--- src/rtl/mult16_mac_accum_if.sv ---
`default_nettype none
// ============================================================================
// Module   : mult16_mac_accum_if
// Brief    : Operand/result handshake bundle for the mult16 MAC accumulator.
// Revision : 1.0 - initial release
// ============================================================================
interface mult16_mac_accum_if #(
  parameter int ACC_WIDTH = 40
);
  logic                 in_valid;
  logic                 in_ready;
  logic [15:0]          a;
  logic [15:0]          b;
  logic                 out_valid;
  logic                 out_ready;
  logic [ACC_WIDTH-1:0] acc_out;
  logic                 out_ovf;

  modport master (
    output in_valid, a, b, out_ready,
    input  in_ready, out_valid, acc_out, out_ovf
  );

  modport slave (
    input  in_valid, a, b, out_ready,
    output in_ready, out_valid, acc_out, out_ovf
  );
endinterface
`default_nettype wire

--- src/rtl/mult16_mac_accum.sv ---
`default_nettype none
// ============================================================================
// Module   : mult16_mac_accum
// Brief    : Registered operand stage feeding mult16, accumulating BLOCK_LEN
//            unsigned products per result. Define MULT16_MAC_SATURATE_EN to
//            clamp the accumulator on overflow instead of wrapping.
// Revision : 1.0 - initial release
// ============================================================================

module mult16 (
  input  wire logic [15:0] a,
  input  wire logic [15:0] b,
  output logic      [31:0] r
);
  assign r = 32'(a) * 32'(b);
endmodule

module mult16_mac_accum #(
  parameter int ACC_WIDTH = 40,
  parameter int BLOCK_LEN = 16
) (
  input  wire logic          clk,
  input  wire logic          rst,
  mult16_mac_accum_if.slave  bus
);

  localparam int                CNT_W    = (BLOCK_LEN > 1) ? $clog2(BLOCK_LEN) : 1;
  localparam logic [CNT_W-1:0]  LAST_CNT = CNT_W'(BLOCK_LEN - 1);

  typedef enum logic [0:0] {
    S_ACC  = 1'b0,
    S_WAIT = 1'b1
  } state_t;

  state_t               state_q, state_d;
  logic [15:0]          a_q, a_d;
  logic [15:0]          b_q, b_d;
  logic                 op_vld_q, op_vld_d;
  logic [ACC_WIDTH-1:0] acc_q, acc_d;
  logic [CNT_W-1:0]     cnt_q, cnt_d;
  logic                 ovf_q, ovf_d;
  logic                 out_valid_q, out_valid_d;
  logic [ACC_WIDTH-1:0] acc_out_q, acc_out_d;
  logic                 out_ovf_q, out_ovf_d;

  logic [31:0]          prod;
  logic [ACC_WIDTH:0]   sum;
  logic                 block_ovf;
  logic [ACC_WIDTH-1:0] acc_next;
  logic                 is_last;
  logic                 out_free;
  logic                 consume;
  logic                 in_ready;
  logic                 accept;

  mult16 u_mult (
    .a (a_q),
    .b (b_q),
    .r (prod)
  );

  // Accumulator datapath: one extra bit catches the carry out of ACC_WIDTH.
  always_comb begin
    sum       = {1'b0, acc_q} + {{(ACC_WIDTH + 1 - 32){1'b0}}, prod};
    block_ovf = ovf_q | sum[ACC_WIDTH];
`ifdef MULT16_MAC_SATURATE_EN
    acc_next  = block_ovf ? {ACC_WIDTH{1'b1}} : sum[ACC_WIDTH-1:0];
`else
    acc_next  = sum[ACC_WIDTH-1:0];
`endif
  end

  // Control: the last product of a block may only retire into a free output register.
  always_comb begin
    state_d  = state_q;
    consume  = 1'b0;
    is_last  = (cnt_q == LAST_CNT);
    out_free = !out_valid_q || bus.out_ready;
    case (state_q)
      S_ACC: begin
        if (op_vld_q) begin
          if (!is_last || out_free) begin
            consume = 1'b1;
          end else begin
            state_d = S_WAIT;
          end
        end
      end
      S_WAIT: begin
        if (bus.out_ready) begin
          consume = 1'b1;
          state_d = S_ACC;
        end
      end
      default: state_d = S_ACC;
    endcase
    in_ready = !op_vld_q || consume;
    accept   = bus.in_valid && in_ready;
  end

  always_comb begin
    a_d         = a_q;
    b_d         = b_q;
    op_vld_d    = op_vld_q;
    acc_d       = acc_q;
    cnt_d       = cnt_q;
    ovf_d       = ovf_q;
    out_valid_d = out_valid_q;
    acc_out_d   = acc_out_q;
    out_ovf_d   = out_ovf_q;

    if (accept) begin
      a_d      = bus.a;
      b_d      = bus.b;
      op_vld_d = 1'b1;
    end else if (consume) begin
      op_vld_d = 1'b0;
    end

    if (consume) begin
      if (is_last) begin
        acc_d = '0;
        cnt_d = '0;
        ovf_d = 1'b0;
      end else begin
        acc_d = acc_next;
        cnt_d = cnt_q + CNT_W'(1);
        ovf_d = block_ovf;
      end
    end

    // A result loading in the same cycle as a handshake keeps out_valid high.
    if (consume && is_last) begin
      out_valid_d = 1'b1;
      acc_out_d   = acc_next;
      out_ovf_d   = block_ovf;
    end else if (bus.out_ready) begin
      out_valid_d = 1'b0;
    end
  end

  always_ff @(posedge clk) begin
    if (rst) begin
      state_q     <= S_ACC;
      a_q         <= '0;
      b_q         <= '0;
      op_vld_q    <= 1'b0;
      acc_q       <= '0;
      cnt_q       <= '0;
      ovf_q       <= 1'b0;
      out_valid_q <= 1'b0;
      acc_out_q   <= '0;
      out_ovf_q   <= 1'b0;
    end else begin
      state_q     <= state_d;
      a_q         <= a_d;
      b_q         <= b_d;
      op_vld_q    <= op_vld_d;
      acc_q       <= acc_d;
      cnt_q       <= cnt_d;
      ovf_q       <= ovf_d;
      out_valid_q <= out_valid_d;
      acc_out_q   <= acc_out_d;
      out_ovf_q   <= out_ovf_d;
    end
  end

  assign bus.in_ready  = in_ready;
  assign bus.out_valid = out_valid_q;
  assign bus.acc_out   = acc_out_q;
  assign bus.out_ovf   = out_ovf_q;

endmodule
`default_nettype wire

--- src/flat_wrapper.sv ---
// flat-port wrapper written by rule: the top's interface ports become plain ports
module mult16_mac_accum_flat 
#(
  parameter int ACC_WIDTH = 40,
  parameter int BLOCK_LEN = 16
)
  (clk, rst, bus_in_valid, bus_a, bus_b, bus_out_ready, bus_in_ready, bus_out_valid, bus_acc_out, bus_out_ovf);
  mult16_mac_accum_if #(.ACC_WIDTH(ACC_WIDTH)) bus_i ();
  input  wire logic clk;
  input  wire logic rst;
  input wire logic [$bits(bus_i.in_valid)-1:0] bus_in_valid;
  input wire logic [$bits(bus_i.a)-1:0] bus_a;
  input wire logic [$bits(bus_i.b)-1:0] bus_b;
  input wire logic [$bits(bus_i.out_ready)-1:0] bus_out_ready;
  output wire logic [$bits(bus_i.in_ready)-1:0] bus_in_ready;
  output wire logic [$bits(bus_i.out_valid)-1:0] bus_out_valid;
  output wire logic [$bits(bus_i.acc_out)-1:0] bus_acc_out;
  output wire logic [$bits(bus_i.out_ovf)-1:0] bus_out_ovf;
  assign bus_i.in_valid = bus_in_valid;
  assign bus_i.a = bus_a;
  assign bus_i.b = bus_b;
  assign bus_i.out_ready = bus_out_ready;
  assign bus_in_ready = bus_i.in_ready;
  assign bus_out_valid = bus_i.out_valid;
  assign bus_acc_out = bus_i.acc_out;
  assign bus_out_ovf = bus_i.out_ovf;
  mult16_mac_accum #(.ACC_WIDTH(ACC_WIDTH), .BLOCK_LEN(BLOCK_LEN)) u_core (.clk(clk), .rst(rst), .bus(bus_i));
endmodule
--- config.mk ---
export PLATFORM = sky130hd
export DESIGN_NAME = mult16_mac_accum_flat
export DESIGN_NICKNAME = d
export VERILOG_FILES = /design/src/rtl/mult16_mac_accum_if.sv /design/src/rtl/mult16_mac_accum.sv /design/src/flat_wrapper.sv
export SDC_FILE = /design/constraint.sdc
export NUM_CORES = 1
export LEC_CHECK = 0
export ABC_AREA = 1
export CAP_MARGIN = 20
export CORE_MARGIN = 3
export CORE_UTILIZATION = 40
export CTS_BUF_LIST = sky130_fd_sc_hd__clkbuf_4
export CTS_CLUSTER_DIAMETER = 40
export DETAILED_ROUTE_END_ITERATION = 8
export SYNTH_ARGS = -nofsm -noshare
export SYNTH_HDL_FRONTEND = slang
export SYNTH_SLANG_ARGS = --single-unit
--- constraint.sdc ---
create_clock -name clk -period 11.6 [get_ports clk]
set_input_delay 1.16 -clock clk [delete_from_list [all_inputs] [get_ports clk]]
set_output_delay 1.16 -clock clk [all_outputs]
set_load 0.01 [all_outputs]
==> flow_summary.yaml <==
critical_path:
  path_class: "reg -> reg"
  cp.required_ns: 12.17
  crit_fanout: 17
  cp_common_cell: "fa_1"
  cp_data_arrival_time_ns: 6.83
  start_kind: "register"
  r2r-start: "u_core.b_q[7]$_SDFFE_PP0P_"
  cp-end-kind: "register"
  path_cells: "nand2_1, fa_1, inv_1, fa_1, inv_1, fa_1, inv_1, fa_1, fa_1, inv_1, fa_1, inv_1, ha_1, nand2_1, nor2_1, nand2_1, nor2_1, nand2_1, nand3_1, nand2_1, nand3_1, nand3_1, a21oi_1"
  critPathSlowestCell: "dfxtp_1"
  cpPeakStageDelay_ns: 0.90
  r2r_slack_ns: 5.34
  crit_start: "u_core.b_q[7]$_SDFFE_PP0P_"
finish:
  final_cell_mix: "nand2_1 (567), inv_1 (544), fa_1 (226)"
  regArea_um2: 2420
  drive_above_1_share_pct: 2.78
  layout_commonest_cell: "nand2_1"
  fillers: 3826
  area_delta_synth_final_pct: 8.46
  stdcell_count: 2554
  fin_nets: 2444
  multi_input_area_um2: 10100
route:
  first_pass_iters: 5
  routed_wirelength_mm: 39.8
  wl_per_cell_um: 15.6
  first_iter_violations: 619
  postRouteAntennaNets: 0
  vias: 12100
  vias_per_cell: 4.73
  route.detailed.drc: 0
floorplanning:
  placementRows: 70
  die_h_um: 200
  initial_core_util_pct: 40.8
  die_width_um: 200
  dieArea_um2: 39800
  io_pins: 79
  fp.coreArea_um2: 36800
clock_tree:
  htreeDepth: 4
  cts_hold_buffers: 0
  cts.sinks: 121
  cts_root_buf: "clkbuf_4"
  cts_tree: "done"
  clkTransAtPathRegs_ns: 0.13
  postCtsSetupRepairBufs: 0
  ctsResizeCount: 0
  cts.path.max_buffers: 2
  cts_buffers: 17
  clk_latency_ns: 0.64
sta:
  slew_violations: 0
  max_freq_mhz: 160
  slew_headroom_pct: 41.3
  finalCritPeriodShare_pct: 54.0
  rsz0062_at_grt: "no"
  fin_skew_ns: 0.0447
  period_needed_ns: 6.26
  worst_pin_slew_ns: 0.880
  setup_viol: 0
  tns_ns: 0
  hold_viol_final: 0
pwr:
  p_per_area_nw_per_um2: 120
  ir_drop_mv: 0.0690
  p_leak_uw: 0.00908
place:
  gp_congestion: 0.926
  port_buffers: 78
  dpl.hpwl_mm: 32.3
  dp_cells: 2520
yosys:
  syn-mean-instance-area_um2: 7.27
  ys_warn_count: 0
  synth_area_um2: 15000
  synth_cell_types: 36
  synth_edf_count: 0
  synth_nets: 2437
  syn_inst: 2064
  synth_flop_cell: "dfxtp_1"
  ys_seq_elements: 121
  yosysSeqAreaShare_pct: 16.2
  async_flop_share_pct: 0
run:
  drv_cap: 0
global_route:
  grt_pass1_wl_mm: 66.9
  gr-total-overflow: 0
  grtUsageTotal_pct: 21.4
  grt_max_degree: 44
  antenna_found_initial: 2
  grt_pass1_vias: 12800
worst_hold_path:
  hp-start: "u_core.bus.acc_out[22]$_SDFFE_PP0P_"
  hp-class: "reg -> reg"
run_status:
  run_status: "finished clean"
-- critical path, delay by kind of cell, from the launching register on --
family | cells | cell delay, ns
adder cells (fa/ha/maj) | 7 | 3.44
AND/OR/NAND/NOR | 10 | 1.45
flip-flops | 1 | 0.90
buffers and inverters | 5 | 0.26
AO/OA/AOI/OAI | 1 | 0.15
-- sequential cells by signal, summed over array words and instances, names as in the netlist --
register              cells
u_core.bus.out_valid      1
u_core.bus.out_ovf        1
u_core.bus.acc_out       40
u_core.state_q            1
u_core.acc_q             40
u_core.ovf_q              1
u_core.a_q               16
u_core.b_q               16
u_core.cnt_q              4
u_core.op_vld_q           1
-- cells by family (layout without fill, tap and decap cells) --
kind of cell,count (synthesis),after routing,synth area share [%]
AND/OR/NAND/NOR,797,797,21.4
buffers and inverters,646,666,16.8
adder cells (fa/ha/maj),337,337,39.4
AO/OA/AOI/OAI,146,146,5.31
flip-flops,121,121,16.2
XOR/XNOR,17,17,0.993
other,0,2,0
-- synthesized netlist by cell type, types with 11 or more instances --
library cell / count / area [um2]
nor2_1: 128 / 480
o21ai_1: 41 / 205
o21ai_0: 13 / 65.1
a21oi_1: 65 / 325
ha_1: 111 / 1390
nand3_1: 62 / 310
nand2_1: 567 / 2130
inv_1: 544 / 2040
dfxtp_1: 121 / 2420
nor3_1: 11 / 55.1
clkbuf_1: 72 / 270
fa_1: 226 / 4520
xnor2_1: 11 / 96.3
-- path summary, 6_finish.rpt --
| path | end | cells past startpoint |
|---|---|---|
| max | u_core.acc_q[39]$_SDFFE_PP0P_ | 23 |
| min | u_core.bus.acc_out[22]$_SDFFE_PP0P_ | 2 |
| max reg2reg | u_core.acc_q[39]$_SDFFE_PP0P_ | 23 |
| min reg2reg | u_core.bus.acc_out[22]$_SDFFE_PP0P_ | 2 |
-- cell type report --
cell class | instances | area share [%]
clock inverter | 15 | 1.08
antenna | 2 | 0.0308
tap | 468 | 3.60
clock buffer | 17 | 0.785
timing repair buffer | 83 | 5.03
sequential | 121 | 14.9
multi-input combinational | 1297 | 61.9
inverter | 551 | 12.7
-- through the flow --
stage | power, uW | hold WS [ns] | util, % | setup slack (ns) | instance area (um2)
global route | 2150 | 0.482 | 44.2 | 4.94 | 16300
detailed placement | 1610 | 0.439 | 43.4 | 5.37 | 16000
global placement | 1610 | 0.439 | 43.4 | 5.35 | 16000
floorplan | 1290 | 0.444 | - | 6.17 | 15000
finish | 1960 | 0.461 | 44.2 | 5.34 | 16300
CTS | 1980 | 0.466 | 44.2 | 5.35 | 16300
-- per-layer routing --
layer | GRT usage [%] | wire length (um)
met2 | 34.9 | 18100
met1 | 30.0 | 19100
met4 | 6.28 | 882
met5 | 0 | 0
met3 | 2.88 | 1780
-- power by group --
part           switching [uW]  internal (uW)
sequential               71.6            449
combinational             691            395
clock                     199            149
Power figures use the tool's default switching activity.
